==> src/rtl/writeback_stage.sv <==
// MEM/WB commit stage: retires ALU results directly, holds loads until the data-memory
// response arrives, then aligns/extends the data and drives the register-file write port.
module writeback_stage #(
  parameter int unsigned RETIRE_WIDTH = 32
) (
  input  logic                    clock,
  input  logic                    reset,
  input  logic                    inValid,
  output logic                    inReady,
  input  logic [4:0]              inRd,
  input  logic                    inRegWrite,
  input  logic                    inIsLoad,
  input  logic [2:0]              inFunct3,
  input  logic [1:0]              inAddrLow,
  input  logic [31:0]             inResult,
  input  logic                    memRespValid,
  input  logic [31:0]             memRespData,
  output logic                    writeEnable,
  output logic [4:0]              addressForWriting,
  output logic [31:0]             valueForWriting,
  output logic                    pendingLoadValid,
  output logic [4:0]              pendingLoadRd,
  output logic                    loadError,
  output logic [RETIRE_WIDTH-1:0] retiredCount
);

  localparam int unsigned REG_W  = 5;
  localparam int unsigned DATA_W = 32;
  localparam int unsigned F3_W   = 3;

  localparam logic [F3_W-1:0] F3_LB  = 3'd0;
  localparam logic [F3_W-1:0] F3_LH  = 3'd1;
  localparam logic [F3_W-1:0] F3_LW  = 3'd2;
  localparam logic [F3_W-1:0] F3_LBU = 3'd4;
  localparam logic [F3_W-1:0] F3_LHU = 3'd5;

  typedef enum logic [0:0] {
    IDLE      = 1'b0,
    WAIT_LOAD = 1'b1
  } state_t;

  state_t              state;
  logic [REG_W-1:0]    ld_rd;
  logic                ld_regwrite;
  logic [F3_W-1:0]     ld_funct3;
  logic [1:0]          ld_addr;

  logic [7:0]          ld_byte;
  logic [15:0]         ld_half;
  logic [DATA_W-1:0]   ld_value;
  logic                ld_err;

  assign inReady = (state == IDLE);

  // Byte/halfword lane select and extension of the memory response for the latched load.
  always_comb begin
    ld_byte  = memRespData[7:0];
    ld_half  = memRespData[15:0];
    ld_value = '0;
    ld_err   = 1'b0;

    case (ld_addr)
      2'd1:    ld_byte = memRespData[15:8];
      2'd2:    ld_byte = memRespData[23:16];
      2'd3:    ld_byte = memRespData[31:24];
      default: ld_byte = memRespData[7:0];
    endcase

    if (ld_addr[1]) begin
      ld_half = memRespData[31:16];
    end

    case (ld_funct3)
      F3_LB:  ld_value = {{24{ld_byte[7]}}, ld_byte};
      F3_LBU: ld_value = {24'd0, ld_byte};
      F3_LH: begin
        ld_value = {{16{ld_half[15]}}, ld_half};
        ld_err   = ld_addr[0];
      end
      F3_LHU: begin
        ld_value = {16'd0, ld_half};
        ld_err   = ld_addr[0];
      end
      F3_LW: begin
        ld_value = memRespData;
        ld_err   = (ld_addr != 2'd0);
      end
      default: ld_err = 1'b1;
    endcase
  end

  // Control FSM with registered write port, error pulse, pending-load status and retire counter.
  always_ff @(posedge clock) begin
    if (!reset) begin
      state             <= IDLE;
      ld_rd             <= '0;
      ld_regwrite       <= 1'b0;
      ld_funct3         <= '0;
      ld_addr           <= '0;
      writeEnable       <= 1'b0;
      addressForWriting <= '0;
      valueForWriting   <= '0;
      loadError         <= 1'b0;
      pendingLoadValid  <= 1'b0;
      pendingLoadRd     <= '0;
      retiredCount      <= '0;
    end else begin
      writeEnable       <= 1'b0;
      addressForWriting <= '0;
      valueForWriting   <= '0;
      loadError         <= 1'b0;

      case (state)
        IDLE: begin
          if (inValid) begin
            if (inIsLoad) begin
              ld_rd            <= inRd;
              ld_regwrite      <= inRegWrite;
              ld_funct3        <= inFunct3;
              ld_addr          <= inAddrLow;
              pendingLoadValid <= 1'b1;
              pendingLoadRd    <= inRd;
              state            <= WAIT_LOAD;
            end else begin
              writeEnable       <= inRegWrite && (inRd != REG_W'(0));
              addressForWriting <= inRd;
              valueForWriting   <= inResult;
              retiredCount      <= retiredCount + RETIRE_WIDTH'(1);
            end
          end
        end

        WAIT_LOAD: begin
          if (memRespValid) begin
            pendingLoadValid <= 1'b0;
            pendingLoadRd    <= '0;
            state            <= IDLE;
            if (ld_err) begin
              loadError <= 1'b1;
            end else begin
              writeEnable       <= ld_regwrite && (ld_rd != REG_W'(0));
              addressForWriting <= ld_rd;
              valueForWriting   <= ld_value;
              retiredCount      <= retiredCount + RETIRE_WIDTH'(1);
            end
          end
        end

        default: state <= IDLE;
      endcase
    end
  end

endmodule

==> config.mk <==
export PLATFORM = sky130hd
export DESIGN_NAME = writeback_stage
export DESIGN_NICKNAME = d
export VERILOG_FILES = /design/src/rtl/writeback_stage.sv
export SDC_FILE = /design/constraint.sdc
export NUM_CORES = 1
export LEC_CHECK = 0
export ABC_AREA = 1
export CAP_MARGIN = 0
export CORE_MARGIN = 2
export CORE_UTILIZATION = 35
export DETAILED_ROUTE_END_ITERATION = 10
export DONT_BUFFER_PORTS = 1
export GPL_TIMING_DRIVEN = 1
export SYNTH_ARGS = -nofsm -noshare
export SYNTH_HDL_FRONTEND = slang
export SYNTH_SLANG_ARGS = --single-unit
==> constraint.sdc <==
create_clock -name clock -period 1.6 [get_ports clock]
set_input_delay 0.16 -clock clock [delete_from_list [all_inputs] [get_ports clock]]
set_output_delay 0.16 -clock clock [all_outputs]
set_load 0.02 [all_outputs]
==> flow_metrics.env <==
export IMPL_ys_ff_latch=89
export IMPL_p_sw_share_pct=28.17
export IMPL_layout_drive_gt1_share_pct=16.10
export IMPL_stdcell_area_um2=6355
export IMPL_fin_crit_ps=1528
export IMPL_nets=965
export IMPL_hold_viol=0
export IMPL_cts_clk_slew_worst_paths_ps=70
export IMPL_synth_cells=784
export IMPL_worstMarginPinSlew_ps=453.3
export IMPL_setup_viol=0
export IMPL_initial_core_util_pct=36.23
export IMPL_crit_required_ps=1810
export IMPL_dpl_cell_area_um2=5487
export IMPL_cp_cell_sequence="ha_4, nand2_2, nor2_4, nand2_2, buf_4, inv_1, nand2_1, nand2_1, nand2_1, nand2_1, a21oi_1"
export IMPL_fmax_mhz=654.2
export IMPL_grt_antenna_before_repair=0
export IMPL_io_buffers=0
export IMPL_grt_first_pass_wirelength_mm=24.21
export IMPL_synth_top_cells_by_area="dfxtp_1 37%, nand2_1 23%, a21oi_1 8.8%"
export IMPL_yosysTopAreaCell="dfxtp_1"
export IMPL_ys_seq_area_share_pct=36.84
export IMPL_grt_use_total_pct=20.87
export IMPL_leakage_nw=2.579
export IMPL_period_share_pct=95.53
export IMPL_synthArstFlopShare_pct=0
export IMPL_synth_edff_count=0
export IMPL_htreeDepth=3
export IMPL_cts_sinks=89
export IMPL_gp_congestion=0.8902
export IMPL_maxCapViolCount=0
export IMPL_post_synth_cell_area_avg_um2=6.168
export IMPL_start_kind="register"
export IMPL_powerDensity_nw_per_um2=821.8
export IMPL_core_um2=13350
export IMPL_p_sw_mw=1.471
export IMPL_via_count=5198
export IMPL_ys_flop_type="dfxtp_1"
export IMPL_status="finished clean"
export IMPL_ys_types=31
export IMPL_die_w_um=121.5
export IMPL_synth_top_area_share_pct=36.84
export IMPL_synth_warning_count=0
export IMPL_num_io_pins=158
export IMPL_avgViaCountPerCell=4.885
export IMPL_synthAdderAreaFrac_pct=0.2587
export IMPL_routedWlPerCell_um=14.43
export IMPL_slew_viol_final=0
export IMPL_fp_dieH_um=121.5
export IMPL_synth_top_family_by_area="simple AND/OR/NAND/NOR gates"
export IMPL_diodes=0
export IMPL_pwr_share_comb_pct=15.2
export IMPL_path_common_cell="nand2_1"
export IMPL_finalWirelength_mm=15.35
export IMPL_cts_buffers=9
export IMPL_synth_compound_gate_area_share_pct=12.19
export IMPL_drtPass1Iterations=5
export IMPL_grt_overflow=0
export IMPL_synthMuxAreaShare_pct=0
export IMPL_grt_max_degree=42
export IMPL_endpoint_kind="register"
export IMPL_critPathKind="reg2reg"
export IMPL_ctsRootBufferMaster="clkbuf_16"
export IMPL_die_area_um2=14770
export IMPL_synth_cell_area_um2=4836
export IMPL_drc=0
export IMPL_hold_path_class="in2reg"
export IMPL_crit_arrival_ps=1740
export IMPL_clockBufferDepth=2
export IMPL_dpl_hpwl_mm=11.28
export IMPL_final_core_util_pct=47.61
export IMPL_drtIter0Drc=363
export IMPL_synth_simple_area_share_pct=39.56
export IMPL_row_count=42
export IMPL_clkLatencyLatePin_ps=350
export IMPL_internal_power_mw=3.751
export IMPL_pwr_share_seq_pct=45.7
export IMPL_grt_pass1_vias=4708
export IMPL_synth_xor_area_share_pct=2.717
export IMPL_rsz0062_at_grt="yes"
export IMPL_pwr_share_clk_pct=39.0
export IMPL_ir_worst_vdd_mv=0.5152
export IMPL_clock_skew_ps=8.687
export IMPL_relSlewSlack_pct=69.78
export IMPL_final_antenna_net_count=0
export IMPL_cts_tree="done"
export IMPL_cp_max_fo=6
export IMPL_area_growth_pct=31.41
export IMPL_cpPeakStageDelay_ps=370
export IMPL_syn_nets=865
export IMPL_whs_ps=14.77
export IMPL_slowest_stage="dfxtp_4"
-- registers in the layout, summed over array words and instances, names as in the netlist --
register,cells
addressForWriting,5
ld_addr,2
ld_funct3,3
ld_rd,5
ld_regwrite,1
loadError,1
pendingLoadRd,5
pendingLoadValid,1
retiredCount,32
state,1
valueForWriting,32
writeEnable,1
-- repair_timing --
item | 4_1_cts | 5_1_grt
setup buffers | 0 | 5
gates resized for setup | 0 | 36
setup endpoints to repair | 0 | 51
hold buffers | 40 | 0
endpoints found under the hold margin | 55 | 0
-- worst max-delay path, delay by kind of cell (launching register included) --
| kind | cells | cell delay [ps] |
|---|---|---|
| buffers and inverters | 2 | 210 |
| and+or+nand+nor | 7 | 600 |
| DFF | 1 | 370 |
| AOI/OAI and AO/OA | 1 | 50 |
| adders and majority gates | 1 | 140 |
-- logic make-up after synthesis --
| group | after synthesis |
|---|---|
| simple gates | 476 |
| xor+xnor | 15 |
| flops | 89 |
| buf+inv | 88 |
| compound gates | 115 |
| fa+ha+maj | 1 |
-- through the flow --
| stage | power (mW) | setup TNS [ps] | worst slack [ps] | instances |
|---|---|---|---|---|
| 2_1_floorplan | 2.902 | 0 | 19.87 | 784 |
| 3_3_place_gp | 3.099 | 0 | 68.65 | 1003 |
| 3_5_place_dp | 3.102 | 0 | 33.97 | 1003 |
| 4_1_cts | 5.235 | 0 | 17.64 | 1058 |
| 5_1_grt | 5.478 | -132.8 | -33.55 | 1064 |
| 6_report | 5.222 | 0 | 71.51 | 1064 |
-- cell usage after synthesis (6+ instances only) --
cell / instances
xor2_1: 11
nor2_1: 112
o21ai_0: 23
nand3_1: 40
buf_2: 10
clkbuf_1: 14
inv_1: 46
a21oi_1: 85
dfxtp_1: 89
buf_6: 7
nand2_1: 301
inv_2: 6
-- layer usage --
metal | vias up | share of wire (%) | wire length [um] | GRT usage, %
li1 | 2666 | - | - | -
met1 | 2331 | 46 | 7134 | 28.10
met2 | 173 | 45 | 6840 | 32.41
met3 | 28 | 7.0 | 1069 | 5.712
met4 | 0 | 2.0 | 306 | 6.897
met5 | - | 0 | 0 | 0
-- layout by cell type, fill, tap and decap left out, drive strengths merged --
cell type and count:
buf 83, xnor2 4, ha 1, nand3b 3
nor2 118, inv 54, nor3 3, dfxtp 89
clkinv 2, o21ai 24, or2 1, nand4 2
xor2 11, nand3 41, nand2 307, o211ai 1
dlygate4sd3 40, o22ai 4, clkinvlp 2, a21boi 1
a21oi 85, and2 1, clkbuf 11
-- worst paths after layout --
| check | slack (ps) | from | depth (start not counted) | end |
|---|---|---|---|---|
| setup / recovery | 70 | retiredCount[0] | 11 | retiredCount[22] |
| hold / removal | 10 | inFunct3[1] | 2 | ld_funct3[1] |
| setup reg to reg | 70 | retiredCount[0] | 11 | retiredCount[22] |
| hold reg to reg | 480 | ld_rd[0] | 2 | addressForWriting[0] |
-- final cells by class --
type / count / area [um^2]
clock buffers: 11 / 252.7
multi-input cells: 607 / 2745
clock inverters: 4 / 28.78
repair buffers: 123 / 1107
well taps: 176 / 220.2
fillers: 1395 / 6993
inverters: 54 / 210.2
flip-flops and latches: 89 / 1790
-- power groups by stage --
stage          registers [mW]  logic [mW]  clock network, mW
3_3_place_gp             2.44       0.663                  0
3_5_place_dp             2.44       0.666                  0
6_report                 2.39       0.794               2.04
2_1_floorplan            2.43       0.475                  0
4_1_cts                  2.39       0.752               2.10
5_1_grt                  2.40       0.885               2.20
No activity file was read; power rests on OpenSTA's default activity.
